**src/rtl/instr_fetch_unit.sv**
```systemverilog
// instr_fetch_unit: two-stage front end (fetch slot + instruction register).
// It reads a synchronous ROM, hands the instruction fields to the control unit,
// resolves the control unit's branch requests against the ALU equal flag,
// flushes two slots on a taken branch, freezes on stall and halts on a
// branch-to-self.
module instr_fetch_unit #(
    parameter int PC_W       = 10,
    parameter int START_ADDR = 0
) (
    input  logic            clk,
    input  logic            rst_n,
    input  logic            start,
    input  logic            stall,
    output logic [PC_W-1:0] imem_addr,
    input  logic [8:0]      imem_data,
    output logic [3:0]      opcode,
    output logic            sp,
    output logic [3:0]      operand,
    output logic [PC_W-1:0] pc_out,
    output logic            instr_valid,
    input  logic            branch,
    input  logic [1:0]      br_sel,
    input  logic            eq_flag,
    output logic            done
);

    localparam logic [PC_W-1:0] START_PC = PC_W'(START_ADDR);

    typedef enum logic [1:0] {
        S_IDLE = 2'd0,
        S_RUN  = 2'd1,
        S_DONE = 2'd2
    } state_t;

    // Architectural state: fetch PC, fetch slot, instruction register.
    state_t          r_state;
    logic [PC_W-1:0] r_fpc;
    logic [PC_W-1:0] r_f_pc;
    logic            r_f_vld;
    logic [8:0]      r_ir;
    logic [PC_W-1:0] r_ir_pc;
    logic            r_ir_vld;
    // The ROM keeps reading imem_addr during a stall, so its output moves on
    // to the next word. The word belonging to the fetch slot is parked here on
    // the first stalled cycle and used when the front end resumes.
    logic            r_skid_vld;
    logic [8:0]      r_skid_data;

    state_t          w_state_nxt;
    logic [PC_W-1:0] w_fpc_nxt;
    logic [PC_W-1:0] w_f_pc_nxt;
    logic            w_f_vld_nxt;
    logic [8:0]      w_ir_nxt;
    logic [PC_W-1:0] w_ir_pc_nxt;
    logic            w_ir_vld_nxt;
    logic            w_skid_vld_nxt;
    logic [8:0]      w_skid_data_nxt;

    logic            w_cond;
    logic [PC_W-1:0] w_offset;
    logic [PC_W-1:0] w_target;
    logic            w_taken;
    logic            w_halt;
    logic [8:0]      w_fetch_data;

    // Branch condition selected by the control unit.
    always_comb begin
        // NOTE: every always_comb output gets a default first so no path leaves it unassigned (no latch).
        w_cond = 1'b0;
        case (br_sel)
            2'd0:    w_cond = eq_flag;
            2'd1:    w_cond = !eq_flag;
            2'd2:    w_cond = 1'b1;
            default: w_cond = 1'b0;
        endcase
    end

    // Target is PC-relative with a 5-bit signed offset; wraps modulo 2^PC_W.
    assign w_offset     = {{(PC_W-5){r_ir[4]}}, r_ir[4:0]};
    assign w_target     = r_ir_pc + w_offset;
    assign w_taken      = r_ir_vld & branch & w_cond;
    assign w_halt       = w_taken & (w_target == r_ir_pc);
    assign w_fetch_data = r_skid_vld ? r_skid_data : imem_data;

    // Next-state logic: start from IDLE/DONE, advance/flush/halt in RUN.
    always_comb begin
        w_state_nxt     = r_state;
        w_fpc_nxt       = r_fpc;
        w_f_pc_nxt      = r_f_pc;
        w_f_vld_nxt     = r_f_vld;
        w_ir_nxt        = r_ir;
        w_ir_pc_nxt     = r_ir_pc;
        w_ir_vld_nxt    = r_ir_vld;
        w_skid_vld_nxt  = r_skid_vld;
        w_skid_data_nxt = r_skid_data;
        case (r_state)
            S_RUN: begin
                if (stall) begin
                    // Frozen: only capture the in-flight ROM word once.
                    if (!r_skid_vld) begin
                        w_skid_vld_nxt  = 1'b1;
                        w_skid_data_nxt = imem_data;
                    end
                end else begin
                    w_skid_vld_nxt = 1'b0;
                    if (w_halt) begin
                        w_state_nxt  = S_DONE;
                        w_fpc_nxt    = START_PC;
                        w_f_vld_nxt  = 1'b0;
                        w_ir_vld_nxt = 1'b0;
                    end else if (w_taken) begin
                        // Squash the fetch slot and the IR; refetch from target.
                        w_fpc_nxt    = w_target;
                        w_f_vld_nxt  = 1'b0;
                        w_ir_vld_nxt = 1'b0;
                    end else begin
                        w_ir_nxt     = w_fetch_data;
                        w_ir_pc_nxt  = r_f_pc;
                        w_ir_vld_nxt = r_f_vld;
                        w_f_pc_nxt   = r_fpc;
                        w_f_vld_nxt  = 1'b1;
                        w_fpc_nxt    = r_fpc + PC_W'(1);
                    end
                end
            end
            default: begin
                // IDLE and DONE behave the same: wait for start.
                if (start) begin
                    w_state_nxt    = S_RUN;
                    w_f_pc_nxt     = START_PC;
                    w_f_vld_nxt    = 1'b1;
                    w_fpc_nxt      = START_PC + PC_W'(1);
                    w_ir_vld_nxt   = 1'b0;
                    w_skid_vld_nxt = 1'b0;
                end
            end
        endcase
    end

    // State registers with asynchronous active-low reset.
    always_ff @(posedge clk or negedge rst_n) begin
        // NOTE: sequential state uses non-blocking assignments so all registers update from pre-edge values.
        if (!rst_n) begin
            r_state     <= S_IDLE;
            r_fpc       <= START_PC;
            r_f_pc      <= '0;
            r_f_vld     <= 1'b0;
            r_ir        <= '0;
            r_ir_pc     <= '0;
            r_ir_vld    <= 1'b0;
            r_skid_vld  <= 1'b0;
            r_skid_data <= '0;
        end else begin
            r_state     <= w_state_nxt;
            r_fpc       <= w_fpc_nxt;
            r_f_pc      <= w_f_pc_nxt;
            r_f_vld     <= w_f_vld_nxt;
            r_ir        <= w_ir_nxt;
            r_ir_pc     <= w_ir_pc_nxt;
            r_ir_vld    <= w_ir_vld_nxt;
            r_skid_vld  <= w_skid_vld_nxt;
            r_skid_data <= w_skid_data_nxt;
        end
    end

    assign imem_addr   = r_fpc;
    assign opcode      = r_ir[8:5];
    assign sp          = r_ir[4];
    assign operand     = r_ir[3:0];
    assign pc_out      = r_ir_pc;
    assign instr_valid = r_ir_vld & (r_state == S_RUN);
    assign done        = (r_state == S_DONE);

endmodule
```
**config.mk**
```make
export PLATFORM = sky130hd
export DESIGN_NAME = instr_fetch_unit
export DESIGN_NICKNAME = d
export VERILOG_FILES = /design/src/rtl/instr_fetch_unit.sv
export SDC_FILE = /design/constraint.sdc
export NUM_CORES = 1
export LEC_CHECK = 0
export CAP_MARGIN = 30
export CORE_AREA = 2 2 79 81
export CTS_BUF_LIST = sky130_fd_sc_hd__clkbuf_8
export DETAILED_ROUTE_END_ITERATION = 12
export DIE_AREA = 0 0 81 83
export PLACE_DENSITY = 0.79
export SETUP_SLACK_MARGIN = 0.05
export SYNTH_ARGS = -nofsm -noshare
export SYNTH_HDL_FRONTEND = slang
export SYNTH_SLANG_ARGS = --single-unit
```
**constraint.sdc**
```tcl
create_clock -name clk -period 3.2 [get_ports clk]
set_input_delay 0.8 -clock clk [delete_from_list [all_inputs] [get_ports clk]]
set_output_delay 0.8 -clock clk [all_outputs]
set_load 0.01 [all_outputs]
```
# Word level (Yosys, flattened, before mapping)
# Cells that the tools add are included.
[op_classes]
reduce_logical = 8
bitwise_logic = 7
n_eq_ne = 9
add_sub_neg = 2
muxes = 28
[op_table]
columns = ["operator", "n"]
rows = [
  ["two-way mux 10 bit", 10],
  ["two-way mux 1 bit", 12],
  ["adder 10 x 1 -> 10 bit (second input constant)", 1],
  ["adder 10 bit", 1],
  ["equality test 10 bit", 1],
  ["two-way mux 9 bit", 1],
  ["two-way mux 2 bit", 4],
  ["inequality test 2 bit (second input constant)", 4],
  ["AND reduction 4 bit", 2],
  ["bitwise AND 1 bit", 4],
  ["equality test 2 x 1 -> 1 bit (second input constant)", 2],
  ["equality test 2 bit (second input constant)", 2],
  ["AND reduction 2 bit", 2],
  ["inverter 1 bit", 3],
  ["case mux 1 bit (3 select lines)", 1],
  ["AND reduction 3 bit", 1],
  ["logical NOT 2 bit", 1],
  ["nonzero test 2 bit", 1],
  ["logical NOT 1 bit", 1],
]
[totals]
regBits = 53
input_bits = 17
output_inout_bits = 31
elab_cells = 63

# Logic depth before layout (Yosys ltp)
[depth]
word_depth = 7
mapped_depth = 11
mapped_depth_nobuf = 10

# Least setup slack after synthesis
# Ideal clock, no wire load.
[synth_path]
kind = "register -> register"
start = "register r_ir_pc[0] (netlist: pc_out[0])"
end = "register r_fpc[7] (netlist: imem_addr[7])"
arrival_time_ns = 2.719
period_less_slack_ns = 2.840
path_stages_with_launch = 12
path_slack_ns = 0.360
setup_ns = 0.122
path_buffers = 1
t_required_ns = 3.078
path_cell_list = "dfrtp_1 > ha_1 > inv_1 > fa_1 > xor2_1 > xor2_1 > o311ai_0 > or4_1 > nor4_1 > nand4_1 > buf_6 > a32o_1"
[synth_via]
elab_chain_cells = 6
elab_cells_between_ends = 7
cone_classes = "add/sub: 1; eq/ne: 1; mux: 4; bitwise: 1"
[synth_lines]
columns = ["item", "line", "text"]
rows = [
  ["from (decl)", "41", "logic [PC_W-1:0] r_ir_pc;"],
  ["from (signal assigned)", "159", "r_ir_pc <= w_ir_pc_nxt;"],
  ["adder 10 bit", "80", "assign w_target = r_ir_pc + w_offset;"],
  ["equality test 10 bit", "82", "assign w_halt = w_taken & (w_target == r_ir_pc);"],
  ["bitwise AND 1 bit", "82", ""],
  ["two-way mux 10 bit *", "106", "if (w_halt) begin"],
  ["two-way mux 10 bit *", "98", "if (stall) begin"],
  ["two-way mux 10 bit *", "96", "case (r_state)"],
  ["to (signal assigned)", "155", "r_fpc <= w_fpc_nxt;"],
  ["to (decl)", "37", "logic [PC_W-1:0] r_fpc;"],
]
# Mark *: on every way between the ends. The rest lies on a longest branch, timed or not. The select of a mux whose other input is x is not followed.
# A chain may end at the register's enable or synchronous reset.

# Worst setup path in the final report
[layout_path]
start = "register r_ir[0]"
end = "register r_fpc[1] (netlist: imem_addr[1])"
[layout_via]
elab_chain_cells = 6
elab_cells_between_ends = 7
cone_classes = "add/sub: 1; eq/ne: 1; mux: 4; bitwise: 1"
[layout_lines]
columns = ["item", "line", "text"]
rows = [
  ["from (decl)", "40", "logic [8:0] r_ir;"],
  ["from (signal assigned)", "158", "r_ir <= w_ir_nxt;"],
  ["adder 10 bit *", "80", ""],
  ["equality test 10 bit", "82", ""],
  ["bitwise AND 1 bit", "82", ""],
  ["two-way mux 10 bit *", "106", ""],
  ["two-way mux 10 bit *", "98", ""],
  ["two-way mux 10 bit *", "96", ""],
]
# Marks and branches as above.

==> reports/results.ini <==
[clock_tree]
cts_tree = done
clkLatencyLatePin_ps = 310
hold_buffers = 0
cts_buffer_depth = 2
htreeDepth = 2
clockRootBuffer = clkbuf_8
clkTransAtPathRegs_ps = 110
clock-sinks = 53
cts_buffers = 5

[logic_synthesis]
ys.flop_type = dfrtp_1
synth-seq-cells = 53
synth-edff-count = 0
synth-simple-area-share = 0.157
yosysSeqAreaShare = 0.423
yosysWarningCount = 0
syn_avg_cell_area_um2 = 10.2
synth_compound_area_frac = 0.190
syn_area_mm2 = 0.00313
synth_top_family_by_area = compound AO/OA/AOI/OAI gates
synth_adder_area_share = 0.0463
synth_top_area_share = 0.423
synth_xor_area_frac = 0.0447
synthMuxAreaShare = 0.0966
synth_cell_types = 54
synthArstFlopShare = 1.00
synthTopCellsByArea = dfrtp_1 (42%), mux2_2 (6.5%), ha_1 (4.0%)
syn_nets = 334
synth.largest_area_cell = dfrtp_1
synthCells = 306

[timing]
finalCriticalPeriod_ps = 3000
rsz0062_at_grt = false
relSlewSlack = 0.395
finalHoldViolCount = 0
tns_ps = 0
final_max_slew_viol_count = 0
period_share = 0.939
tightest_slew_ps = 907
skew_ps = 10.5
setup_viol = 0
fmax_mhz = 333

[critical_path]
required_ps = 3400
critPathMaxFanout = 12
end_kind = flip-flop
critPathKind = reg -> reg
critPathLaunchType = flip-flop
arrival_ps = 3200

[place]
gp_congestion = 0.946
dpl.hpwl_mm = 5.25
port_buffers = 47

[pwr]
p_leak_nw = 1.62
ir_drop_uv = 481
clkPwrFrac = 0.135
combPwrFrac = 0.553
power_mw = 3.48
switching_share = 0.402
p_int_mw = 2.08
p_switching_mw = 1.40
pwr-share-seq = 0.312
powerDensity_mw_per_mm2 = 910

[global_route]
globalRouteMet1Util = 0.314
busiest_layer = met2
grt_pass1_vias = 2473
grt_pass1_wl_mm = 12.0
grt_use_met3 = 0.0500
gr-total-overflow = 0
antenna_found_initial = 0
grt_usage = 0.225
grt_max_degree = 41
grt_use_met2 = 0.358

[layout]
drive_gt1_frac = 0.134
n_antenna_cell = 0
nFillCells = 487
area_growth_pct = 21.9
fin_nets = 384

[route]
drtAntennaViolNets = 0
drt-initial-drc-count = 136
drc = 0
via_per_inst = 6.03
wl_mm = 7.21
avgRoutedWirePerCell_um = 16.7
via_count = 2603
firstDrtPassIters = 4

[worst_hold_path]
min_path_type = in -> async

[run_status]
status = finished clean

[floorplanning]
die_x_um = 81
initial_utilization = 0.539
pin_count = 48
rows = 28
die-area_mm2 = 0.00672
dieHeight_um = 83
core_mm2 = 0.00582

[job]
drv_cap = 0

-- power by group through the flow --
stage | sequential, mW | clock, mW | combinational [mW]
2_1_floorplan | 1.11 | 0 | 1.23
3_3_place_gp | 1.09 | 0 | 1.87
3_5_place_dp | 1.10 | 0 | 1.90
4_1_cts | 1.09 | 0.477 | 1.91
5_1_grt | 1.12 | 0.514 | 2.10
6_report | 1.08 | 0.468 | 1.92
-- placed cells by master (no fill, tap or decap), drive strengths merged, types with 7 or more instances in the layout --
master and n:
nand2 17, buf 15, mux2i 10, clkdlybuf4s50 46, o21ai 19, and3 7, a22o 14, xnor2 10
dfrtp 53, a32o 8, nand3b 8, nor2 21, a21oi 23, mux2 18, ha 10
-- kinds of logic after synthesis --
| kind of cell | after synthesis |
|---|---|
| AND/OR/NAND/NOR | 89 |
| AO/OA/AOI/OAI | 86 |
| flip-flops | 53 |
| multiplexers | 28 |
| buffers and inverters | 23 |
| XOR/XNOR | 16 |
| adder cells (fa/ha/maj) | 11 |
-- cell type report --
cell class                      instances  area (um^2)  area share
Clock buffer                            5         68.8      0.0180
Clock inverter                          3         43.8      0.0115
Sequential cell                        53         1330       0.347
Inverter                                5         18.8     0.00491
Timing Repair Buffer                   61          583       0.153
Multi-Input combinational cell        230         1680       0.441
Tap cell                               75         93.8      0.0246
-- worst max-delay path, stage by stage (launching register included) --
cell and delay, ps:
dfrtp_1 410, ha_1 220, inv_1 70, fa_1 460
xnor2_1 160, a311o_1 310, a21oi_1 130, o311ai_1 150
a2111oi_2 390, nand4_1 140, buf_4 200, a32o_1 250
-- state kept, by name, indices dropped and copies added, names as in the netlist --
name	cells
imem_addr	10
pc_out	10
r_f_pc	10
r_ir	9
r_skid_data	9
r_state	2
r_f_vld	1
r_ir_vld	1
r_skid_vld	1
-- worst paths after layout --
kind	from	to	slack (ps)	cells after the start
max	r_ir[0]$_DFFE_PN0P_	imem_addr[1]$_DFFE_PN0P_	200	11
min	rst_n	pc_out[9]$_DFFE_PN0P_	420	1
max reg2reg	r_ir[0]$_DFFE_PN0P_	imem_addr[1]$_DFFE_PN0P_	200	11
min reg2reg	r_f_pc[1]$_DFFE_PN0P_	pc_out[1]$_DFFE_PN0P_	500	2
max in group asynchronous	rst_n	r_skid_data[6]$_DFFE_PN0P_	1990	2
min in group clk	r_f_pc[1]$_DFFE_PN0P_	pc_out[1]$_DFFE_PN0P_	500	2
-- synth_stat cells, types with 3 or more instances --
| cell | n |
|---|---|
| a21oi_1 | 22 |
| a22o_1 | 14 |
| a32o_1 | 8 |
| and3_1 | 7 |
| buf_4 | 3 |
| buf_6 | 4 |
| clkbuf_1 | 8 |
| dfrtp_1 | 53 |
| ha_1 | 10 |
| inv_1 | 5 |
| mux2_2 | 18 |
| mux2i_1 | 10 |
| nand2_1 | 17 |
| nand2b_1 | 4 |
| nand3_1 | 4 |
| nand3b_1 | 8 |
| nand4_1 | 4 |
| nor2_1 | 20 |
| nor2b_1 | 4 |
| nor3_1 | 3 |
| nor3b_1 | 3 |
| o21ai_0 | 19 |
| o22ai_1 | 3 |
| xnor2_1 | 10 |
| xor2_1 | 6 |
-- routing by layer --
metal	share of wire	routed length, um
met5	0	0
met4	0.0085	61
met3	0.056	405
met2	0.50	3580
met1	0.44	3160
-- what timing repair did --
item	CTS	global route
buffers inserted	0	0
gates resized for setup	0	1
endpoints found under the setup margin	0	11
-- stage by stage --
| step | hold WS (ps) | cells | instance area (um^2) | setup WS (ps) | utilization |
|---|---|---|---|---|---|
| after global routing | 432 | 432 | 3820 | 51.4 | 0.657 |
| after global placement | 461 | 424 | 3700 | 139 | 0.636 |
| after CTS | 431 | 432 | 3810 | 160 | 0.656 |
| final | 420 | 432 | 3820 | 196 | 0.657 |
| after detailed placement | 474 | 424 | 3700 | 15.9 | 0.636 |
| after floorplan | 447 | 306 | 3130 | 360 | - |
Power figures use the tool's default switching activity.
